===== src/rtl/mic1_shifter.sv =====
// MIC-1 datapath shifter: sits between the ALU result and the C bus.
// Shift is combinational; Shift_q, N and Z are registered from the shifted value
// and feed microcode branching and debug visibility.
module mic1_shifter (
    input  logic        CLK,
    input  logic        RST,
    input  logic [31:0] ALU_out,
    input  logic [1:0]  SET,
    output logic [31:0] Shift,
    output logic [31:0] Shift_q,
    output logic        N,
    output logic        Z
);

    // Shift-select encodings; 2'b11 is reserved and behaves as pass-through.
    localparam logic [1:0] SelPass = 2'b00;
    localparam logic [1:0] SelSll8 = 2'b01;
    localparam logic [1:0] SelSra1 = 2'b10;

    logic [31:0] shift_d;
    logic [31:0] shift_reg_q;
    logic        n_d;
    logic        n_q;
    logic        z_d;
    logic        z_q;

    // Shift decode; the default arm covers the reserved code and any unknown select.
    always_comb begin
        shift_d = ALU_out;
        case (SET)
            SelPass: shift_d = ALU_out;
            SelSll8: shift_d = {ALU_out[23:0], 8'h00};
            SelSra1: shift_d = {ALU_out[31], ALU_out[31:1]};
            default: shift_d = ALU_out;
        endcase
    end

    // Status flags derive from the post-shift value, not from ALU_out.
    always_comb begin
        n_d = shift_d[31];
        z_d = (shift_d == 32'h0000_0000);
    end

    // Shadow register and flags; asynchronous reset clears them immediately.
    always_ff @(posedge CLK or posedge RST) begin
        if (RST) begin
            shift_reg_q <= 32'h0000_0000;
            n_q         <= 1'b0;
            z_q         <= 1'b0;
        end else begin
            shift_reg_q <= shift_d;
            n_q         <= n_d;
            z_q         <= z_d;
        end
    end

    assign Shift   = shift_d;
    assign Shift_q = shift_reg_q;
    assign N       = n_q;
    assign Z       = z_q;

endmodule


===== config.mk =====
export PLATFORM = sky130hd
export DESIGN_NAME = mic1_shifter
export DESIGN_NICKNAME = d
export VERILOG_FILES = /design/src/rtl/mic1_shifter.sv
export SDC_FILE = /design/constraint.sdc
export NUM_CORES = 1
export LEC_CHECK = 0
export BUFFER_PORTS_ARGS = -buffer_cell sky130_fd_sc_hd__buf_2
export CAP_MARGIN = 20
export CORE_UTILIZATION = 41
export CTS_CLUSTER_DIAMETER = 100
export DETAILED_ROUTE_END_ITERATION = 6
export GPL_TIMING_DRIVEN = 0
export PLACE_DENSITY = 0.87
export RECOVER_POWER = 100
export SLEW_MARGIN = 20
export SYNTH_ARGS = -nofsm -noshare
export SYNTH_HDL_FRONTEND = slang
export SYNTH_SLANG_ARGS = --single-unit

===== constraint.sdc =====
create_clock -name CLK -period 2.6 [get_ports CLK]
set_clock_uncertainty 0.15 [all_clocks]
set_input_delay 0.65 -clock CLK [delete_from_list [all_inputs] [get_ports CLK]]
set_output_delay 0.65 -clock CLK [all_outputs]
set_load 0.03 [all_outputs]

# Word level (Yosys, flattened, before mapping)

Index checks and enable logic that the tools add are counted.

Bits in registers: 34
Input bits: 36
Output and inout port bits: 66
Word-level logic and storage cells: 7

Equality and inequality tests: 2
Mux-type cells: 1
Reductions and logical operators: 1

Operators with widths:

| kind               | count |
|---|---|
| $pmux 32 s2        | 1 |
| $logic_not 32->1   | 1 |
| $eq 2x1->1 const B | 1 |
| $eq 2x2->1 const B | 1 |

# Depth between registers and ports, before layout

Gate-level depths: netlist of run 1.

Depth after elaboration: 3
Mapped depth: 9
Mapped depth without buffers: 7

# Least setup slack after synthesis of run 1

OpenSTA, ideal clock, no wires.

Path kind: input -> output
Start: input SET[0]
End: output Shift[27]
Arrival: 2151 ps
Data required time: 1800 ps
Setup slack: -351 ps
Cell stages on the path: 5
Buffers on the path: 2
Cells stage by stage: inv_1 -> ha_1 -> buf_2 -> buf_2 -> o21ai_0

Longest elaborated chain between the ends: 2
Elaborated cells between the ends (all ways): 3

RTL lines:

| item                                     | RTL line | text |
|---|---|---|
| start, declared                          | 8        | `input logic [1:0] SET,` |
| $eq 2x2->1 or $eq 2x1->1 (tied branches) | 30       | `case (SET)` |
| $pmux 32 s2 *                            | 30       |  |
| end, declared                            | 9        | `output logic [31:0] Shift,` |

Mark *: on every way between the ends. The rest lies on a longest branch, timed or not.

# Worst setup path after layout of run 1

Start: input SET[0]
End: output Shift[3]

The elaborated chain is that of the path after synthesis.

==> results_dict.tcl, run 1 <==
set metrics [dict create \
    ctsHtreeMaxLevel 2 \
    cp-end-kind "primary output" \
    seq_area_frac_synth_pct 55.0 \
    path_buf_inv 5 \
    fin_crit_sh_pct 98.8 \
    postPlaceCellArea_mm2 0.00209 \
    fp.dieW_um 62.5 \
    vias_per_cell 5.65 \
    vias 1722 \
    grt_max_degree 34 \
    worstMarginPinSlew_ns 1.19 \
    slew_viol_final 0 \
    powerDensity_mw_per_mm2 644 \
    hold_buffers 0 \
    critPathKind "in -> out" \
    yosys_warnings 0 \
    gp_congestion 0.943 \
    cts_made_buffers 5 \
    cts.sinks 33 \
    grt_pass1_vias 1623 \
    maxCapViolCount 0 \
    start_util_pct 44.0 \
    status "complete, no violations" \
    hp-class "in -> reg" \
    final-hold-violation-count 0 \
    io_pins 102 \
    crit_fanout 8 \
    hpwl_um 3710 \
    synthCells 147 \
    cts_root_buf "clkbuf_4" \
    hp-start "ALU_out[27]" \
    rsz0062_at_grt "yes" \
    async_flop_share_pct 100 \
    hold_end "Shift_q[27]" \
    cts_buffer_depth 2 \
    dieArea_mm2 0.00391 \
    grt-ovfl-total 0 \
    n_antenna_cell 0 \
    track_usage_pct 26.6 \
    synth.net_count 185 \
    cp_data_arrival_time_ns 1.77 \
    irDropWorstVdd_mv 0.329 \
    drive_gt1_share_pct 59.8 \
    synth.distinct_cells 21 \
    p_leak_nw 1.25 \
    grt_pass1_wl_um 8110 \
    synth_top_area_share_pct 55.0 \
    cts_tree "done" \
    rows 21 \
    io_buffers 101 \
    power_mw 1.58 \
    synth_ff_type "dfrtp_1" \
    critPathRequiredTime_ns 1.80 \
    fmax_mhz 389 \
    core_area_mm2 0.00342 \
    slew_headroom_pct 20.5 \
    route.detailed.drc 0 \
    area_growth_pct 63.2 \
    cp_cell_sequence "buf_2 > inv_2 > ha_4 > buf_6 > nor2b_4 > buf_6 > a22o_1 > buf_2" \
    postSynthRegisterBits 33 \
    max_stage_delay_ns 0.22 \
    die_y_um 62.5 \
    avgSynthCellArea_um2 10.2 \
    wire_per_inst_um 16.7 \
    cp-start-kind "input pin" \
    dr.pass1.iters 6 \
    drt_wl_total_um 5100 \
    antenna_found_initial 0 \
    slowest_stage "buf_2" \
    synthTopCellsByArea "dfrtp_1 55%, a22oi_1 12%, o21ai_0 7.7%" \
    setup_viol_count_final 0 \
    period_needed_ns 2.57 \
    design_area_mm2 0.00245 \
    hold-path-cell-count 3 \
    drt_first_iter_violations 112 \
    yosysTopAreaCell "dfrtp_1" \
    ant_nets 0 \
    clkTransAtPathRegs_ns 0.10 \
    synth_edf_count 0 \
    crit_family "buffers and inverters" \
    synthesis.area_mm2 0.00150 \
    final_nets 296 \
]
-- power by group --
| part | total (mW) | internal [mW] | switching, mW |
|---|---|---|---|
| Sequential | 0.577 | 0.564 | 0.0123 |
| Clock | 0.327 | 0.157 | 0.170 |
| Combinational | 0.676 | 0.231 | 0.445 |
| Total | 1.58 | 0.952 | 0.628 |
-- cells in the final DEF (no fill, tap or decap), drive strengths merged --
master	Yosys	layout
clkinv	0	1
nand3	1	1
nor2	1	1
clkbuf	3	11
ha	2	2
nand2	27	27
dfrtp	33	33
nand4	1	1
nor3	3	3
nor4	6	6
o21ai	25	25
nor2b	1	1
buf	10	113
a22o	7	7
nand3b	1	1
inv	3	3
a22oi	23	23
-- registers in the layout (all words and copies together) (netlist names) --
register,flops
Shift_q,31
N,1
Z,1
-- per-layer routing --
metal	up-vias	GRT usage, %	wire length (um)
met4	0	8.72	142
li1	760	-	-
met5	-	0	0
met1	808	34.4	1970
met3	19	4.20	475
met2	135	45.2	2510
-- repair_timing --
| action | in CTS | in global routing |
|---|---|---|
| buffers inserted | 1 | 2 |
| resized for setup | 53 | 44 |
| pin swaps | 2 | 6 |
| setup endpoints to repair | 32 | 29 |
| cloned | 0 | 0 |
-- per-stage QoR --
stage / std cells / hold slack [ns] / util (%) / setup TNS [ns] / setup slack [ns]
final: 305 / 0.419 / 71.8 / 0 / 0.0311
after global routing: 305 / 0.430 / 71.8 / -0.0749 / -0.0155
after CTS: 303 / 0.266 / 67.7 / -0.0513 / -0.0200
after detailed placement: 294 / 0.630 / 61.3 / -6.68 / -0.362
after global placement: 294 / 0.758 / 61.3 / -5.93 / -0.340
after floorplan: 147 / 0.629 / - / -1.06 / -0.223
-- cells in the mapped netlist (2+ instances only) --
cell type / instances
buf_4: 2
o21ai_1: 2
dfrtp_1: 33
nor4_1: 5
a22o_1: 7
buf_2: 6
buf_6: 2
nor3_1: 2
nand2_1: 27
ha_1: 2
clkbuf_1: 3
o21ai_0: 23
inv_1: 3
a22oi_1: 23
-- final cells by class --
cell class / count / area [um2]
fill: 260 / 965
sequential: 33 / 826
multi-input combinational: 98 / 694
timing repair buffer: 104 / 649
buffer: 13 / 143
clock buffer: 7 / 65.1
tap: 46 / 57.6
inverter: 3 / 11.3
clock inverter: 1 / 5.00
-- tightest hold or removal path, cell delays in order --
cell and delay [ns]:
buf_2 0.09, nand2_1 0.06, o21ai_2 0.08
-- kinds of logic after synthesis --
| family | share of synthesized area (%) |
|---|---|
| flops | 55.0 |
| buf+inv | 6.00 |
| compound gates | 23.9 |
| fa+ha+maj | 1.67 |
| simple gates | 13.4 |
-- worst max path at each step --
stage / start / end / slack, ns / cells after the start
finish: SET[0] / Shift[3] / 0.03 / 8
global placement: SET[0] / Shift[1] / -0.34 / 8
floorplan: SET[0] / Shift[14] / -0.22 / 4
detailed placement: SET[0] / Shift[23] / -0.36 / 8
global route: SET[0] / Shift[31] / -0.02 / 8
CTS: SET[0] / Shift[14] / -0.02 / 8
Note: power is estimated with default switching activity, not from simulation.
==> inputs of run 2 (changes only) <==
==> constraint.sdc (replaced) <==
create_clock -name CLK -period 2.6 [get_ports CLK]
set_clock_uncertainty 0.15 [all_clocks]
set_input_delay 0.13 -clock CLK [delete_from_list [all_inputs] [get_ports CLK]]
set_output_delay 0.13 -clock CLK [all_outputs]
set_load 0.03 [all_outputs]
==> run 2 against run 1 <==
Combinational power decreased by 16%. Largest cell class unchanged. Power decreased by 10%. Critical path depth increased by 1. Global-route usage about the same.
==> results_dict.tcl, run 2 (synthesis gave the netlist of run 1 again) <==
set metrics [dict create \
    fin_util_pct 67.5 \
    route.detailed.drc 0 \
    fp.dieW_um 62.5 \
    grt-ovfl-total 0 \
    grt_pass1_wl_um 8050 \
    placedCellCount 294 \
    hold-path-cell-count 2 \
    met2_usage_pct 46.1 \
    hp-class "in -> reg" \
    irDropWorstVdd_mv 0.255 \
    gr-usage-met1_pct 32.3 \
    hpwl_um 3580 \
    layout.cells.most_common_list "58 x clkbuf_1, 54 x buf_2, 33 x dfrtp_1, 27 x nand2_1, 26 x dlygate4sd3_1" \
    setup-tns-final_ns 0 \
    drt_wl_total_um 5100 \
    power_frac_seq_pct 41.0 \
    powerDensity_mw_per_mm2 613 \
    antenna_found_initial 0 \
    p_sw_share_pct 42.0 \
    grt_max_degree 34 \
    gp_congestion 0.869 \
    start_util_pct 44.0 \
    n_antenna_cell 0 \
    status "complete, no violations" \
    cts_tree "done" \
    p_sw_mw 0.593 \
    busiest_layer "met2" \
    worstMarginPinSlew_ns 1.20 \
    final_nets 319 \
    ctsHtreeMaxLevel 2 \
    cp-start-kind "input pin" \
    instances_no_fill 328 \
    critPathKind "in -> reg" \
    cp_data_arrival_time_ns 2.40 \
    use_met3_pct 5.47 \
    hold_end "Shift_q[4]" \
    cp-end-kind "flip-flop" \
    cts_made_buffers 5 \
    maxCapViolCount 0 \
    crit_fanout 10 \
    drt_first_iter_violations 117 \
    dpl_worst_slack_ns 0.458 \
    area_growth_pct 53.6 \
    p_int_mw 0.820 \
    drive_gt1_share_pct 23.8 \
    fillers 303 \
    vias_per_cell 5.45 \
    postCtsSetupBuffers 0 \
    clkTransAtPathRegs_ns 0.09 \
    track_usage_pct 26.6 \
    design_area_mm2 0.00231 \
    grt_pass1_vias 1641 \
    io_pins 102 \
    combPwrFrac_pct 40.2 \
    ant_nets 0 \
    final_common_cell "clkbuf_1" \
    power_mw 1.41 \
    cp-startpoint "SET[0]" \
    cts_resized 0 \
    fmax_mhz 435 \
    rows 21 \
    fin_ws_ns 0.299 \
    cts.sinks 33 \
    cts_root_buf "clkbuf_4" \
    slew_headroom_pct 20.0 \
    hold_slack_ns 0.0174 \
    hp-start "ALU_out[4]" \
    slew_viol_final 0 \
    multi_input_area_um2 586 \
    largest_reg_flops 31 \
    die_y_um 62.5 \
    final-hold-violation-count 0 \
    fin_crit_sh_pct 88.5 \
    postPlaceCellArea_mm2 0.00206 \
    io_buffers 101 \
    critPathRequiredTime_ns 2.70 \
    cts_buffer_depth 2 \
    regArea_um2 826 \
    power_frac_clock_pct 18.8 \
    wire_per_inst_um 15.6 \
    period_needed_ns 2.30 \
    dr.pass1.iters 5 \
    dieArea_mm2 0.00391 \
    vias 1789 \
    rsz0062_at_grt "no" \
    core_area_mm2 0.00342 \
    setup_viol_count_final 0 \
    p_leak_nw 1.07 \
]
==> run 2: final cells by class <==
cell class	instances	share of cell area, %
repair buffers	127	30.6
clock buffers	6	1.79
clock inverters	2	0.434
flip-flops and latches	33	35.8
inverters	3	0.488
well taps	46	2.50
multi-input cells	98	25.4
plain buffers	13	2.98
==> run 2: how the worst max path moves through the flow <==
stage / to / cells past startpoint
2_1_floorplan: Z / 8
3_3_place_gp: Z / 8
3_5_place_dp: Z / 10
4_1_cts: Shift[12] / 7
5_1_grt: Z / 9
6_report: Z / 9
==> run 2: metal layers <==
metal / share of wire [%] / wire, um
met1: 39 / 1970
met2: 49 / 2500
met3: 11 / 556
met4: 1.4 / 73
met5: 0 / 0
==> run 2: repair_timing <==
action                                  in CTS  in global routing
hold buffers                                26                  0
endpoints found under the setup margin       0                  0
hold endpoints to repair                    55                  0
==> run 2: worst max-delay path, cell delays in order <==
cell	delay, ns
buf_2	0.09
inv_1	0.04
ha_1	0.36
clkbuf_1	0.39
clkbuf_1	0.40
o21ai_0	0.28
nor4_1	0.40
nand3_1	0.17
nor3_2	0.14
==> run 2: power groups by stage <==
stage	Clock [mW]	Sequential, mW	Combinational [mW]
final	0.266	0.580	0.568
after global routing	0.298	0.585	0.598
after CTS	0.271	0.576	0.586
after detailed placement	0	0.587	0.552
after global placement	0	0.585	0.547
after floorplan	0	0.702	0.255
==> inputs of run 3 (changes only) <==
--- a/config.mk
+++ b/config.mk
@@ -7,12 +7,14 @@
 export LEC_CHECK = 0
 export BUFFER_PORTS_ARGS = -buffer_cell sky130_fd_sc_hd__buf_2
 export CAP_MARGIN = 20
-export CORE_UTILIZATION = 41
+export CORE_ASPECT_RATIO = 0.5
+export CORE_UTILIZATION = 44
 export CTS_CLUSTER_DIAMETER = 100
 export DETAILED_ROUTE_END_ITERATION = 6
 export GPL_TIMING_DRIVEN = 0
-export PLACE_DENSITY = 0.87
+export PLACE_DENSITY = 0.92
 export RECOVER_POWER = 100
+export REMOVE_ABC_BUFFERS = 1
 export SLEW_MARGIN = 20
 export SYNTH_ARGS = -nofsm -noshare
 export SYNTH_HDL_FRONTEND = slang
==> constraint.sdc (replaced) <==
create_clock -name CLK -period 2.9 [get_ports CLK]
set_clock_uncertainty 0.15 [all_clocks]
set_input_delay 0.145 -clock CLK [delete_from_list [all_inputs] [get_ports CLK]]
set_output_delay 0.145 -clock CLK [all_outputs]
set_load 0.03 [all_outputs]
==> run 3 against run 2 <==
The flow now finishes with violations (design-rule violations). Highest routed layer unchanged. Sequential cell count is the same. Combinational power shrank 19%. Largest power group unchanged. Routed wire length shrank 12%. Critical endpoint unchanged. Die area shrank 6.2%. First-iteration DRC count grew 34%. Setup slack gained 0.27 ns. Via count shrank 13%. Sequential power shrank 10%. Final cell count shrank 13%. Worst hold slack gained 0.0082 ns. Non-clock buffer count shrank 38.
==> results_dict.tcl, run 3 (synthesis gave the netlist of run 1 again) <==
set metrics [dict create \
    core_area_mm2 0.00312 \
    drt_wl_total_um 4510 \
    violations "design-rule violations" \
    cts_made_buffers 5 \
    critPathRequiredTime_ns 2.93 \
    crit_fanout 58 \
    track_usage_pct 24.1 \
    fmax_mhz 428 \
    cts_tree "done" \
    cp-start-kind "input pin" \
    drt_first_iter_violations 157 \
    powerDensity_mw_per_mm2 704 \
    final_common_cell "clkbuf_1" \
    start_util_pct 48.2 \
    die_y_um 43.3 \
    fin_util_pct 64.5 \
    gp_congestion 0.905 \
    status "finished with violations" \
    cts_resized 0 \
    grt_pass1_wl_um 6710 \
    layout.cells.most_common_list "68 x clkbuf_1, 34 x buf_2, 33 x dfrtp_1, 27 x nand2_1, 24 x o21ai_0" \
    crit_family "simple AND/OR/NAND/NOR gates" \
    final-hold-violation-count 0 \
    hp-start "ALU_out[29]" \
    dr.pass1.iters 7 \
    path_depth 8 \
    grt_pass1_vias 1350 \
    rsz0062_at_grt "no" \
    maxCapViolCount 0 \
    vias 1556 \
    route.detailed.drc 3 \
    period_needed_ns 2.33 \
    largest_reg_flops 31 \
    io_buffers 101 \
    cp-end-kind "flip-flop" \
    hp-class "in -> reg" \
    ctsHtreeMaxLevel 2 \
    ant_nets 0 \
    drive_gt1_share_pct 17.6 \
    wire_per_inst_um 15.9 \
    setup-tns-final_ns 0 \
    clkTransAtPathRegs_ns 0.07 \
    path_buf_inv 2 \
    slew_viol_final 0 \
    cts_root_buf "clkbuf_8" \
    grt-ovfl-total 0 \
    postCtsSetupBuffers 0 \
    area_growth_pct 33.9 \
    irDropWorstVdd_mv 0.405 \
    cp-startpoint "SET[0]" \
    design_area_mm2 0.00201 \
    hold-path-cell-count 3 \
    setup_viol_count_final 0 \
    p_leak_nw 0.890 \
    vias_per_cell 5.48 \
    postPlaceCellArea_mm2 0.00198 \
    slew_headroom_pct 19.3 \
    io_pins 102 \
    rows 14 \
    grt_max_degree 59 \
    critPathKind "in -> reg" \
    dieArea_mm2 0.00366 \
    cp_data_arrival_time_ns 2.36 \
    cp_cell_sequence "clkbuf_1 > inv_1 > ha_2 > nor2b_1 > a22o_1 > nor4_2 > nand4_1 > nor3_1" \
    cts_buffer_depth 2 \
    worstMarginPinSlew_ns 1.21 \
    cts.sinks 33 \
    max_stage_delay_ns 0.84 \
    antenna_found_initial 0 \
    fp.dieW_um 84.6 \
    final_nets 281 \
    fin_crit_sh_pct 80.5 \
    slowest_stage "ha_2" \
    fillers 294 \
    n_antenna_cell 0 \
    hpwl_um 3310 \
]
[run 3: cell count changes in the layout (fill, tap and decap cells not counted), moves of 2 or more]
cell           change
buf_6              -2
clkinv_2           -2
clkbuf_4           -5
clkbuf_1          +10
clkbuf_8           +6
dlygate4sd3_1     -25
buf_2             -20
[run 3: routing by layer]
metal | vias up | track usage (%) | routed length [um]
li1 | 728 | - | -
met1 | 722 | 33.8 | 1870
met2 | 96 | 36.7 | 2180
met3 | 10 | 6.42 | 397
met4 | 0 | 8.47 | 68
met5 | - | 0 | 0
[run 3: report_power, final]
part | leakage [nW] | internal (mW) | switching, mW
Clock | 0.0585 | 0.280 | 0.158
Combinational | 0.417 | 0.0978 | 0.360
Sequential | 0.415 | 0.507 | 0.0122
[run 3: path summary, 6_finish.rpt]
check,slack (ns),endpoint
max,0.57,Z
min,0.03,Shift_q[29]
max in group asynchronous,1.28,Shift_q[27]
min in group asynchronous,0.60,Shift_q[24]
[run 3: repair_timing]
| action | in CTS | in global routing |
|---|---|---|
| endpoints found under the setup margin | 0 | 0 |
| hold buffers | 0 | 1 |
| hold endpoints to repair | 0 | 33 |
[run 3: cell type report]
cell class / count / area, um2 / share of cell area [%]
Clock buffer: 7 / 86.3 / 4.29
Tap cell: 40 / 50.0 / 2.49
Timing Repair Buffer: 102 / 432 / 21.5
Inverter: 3 / 11.3 / 0.560
Clock inverter: 1 / 30.0 / 1.49
Sequential cell: 33 / 826 / 41.1
Multi-Input combinational cell: 98 / 576 / 28.6
[run 3: stage by stage]
step / instances / hold WS (ns) / setup slack [ns] / power [mW]
floorplan: 134 / 0.124 / 0.163 / 0.846
global placement: 275 / 0.307 / 0.0579 / 0.996
detailed placement: 275 / 0.305 / 0.515 / 1.01
CTS: 283 / 0.0157 / 0.703 / 1.44
global route: 284 / 0.0392 / 0.405 / 1.48
finish: 284 / 0.0256 / 0.565 / 1.42
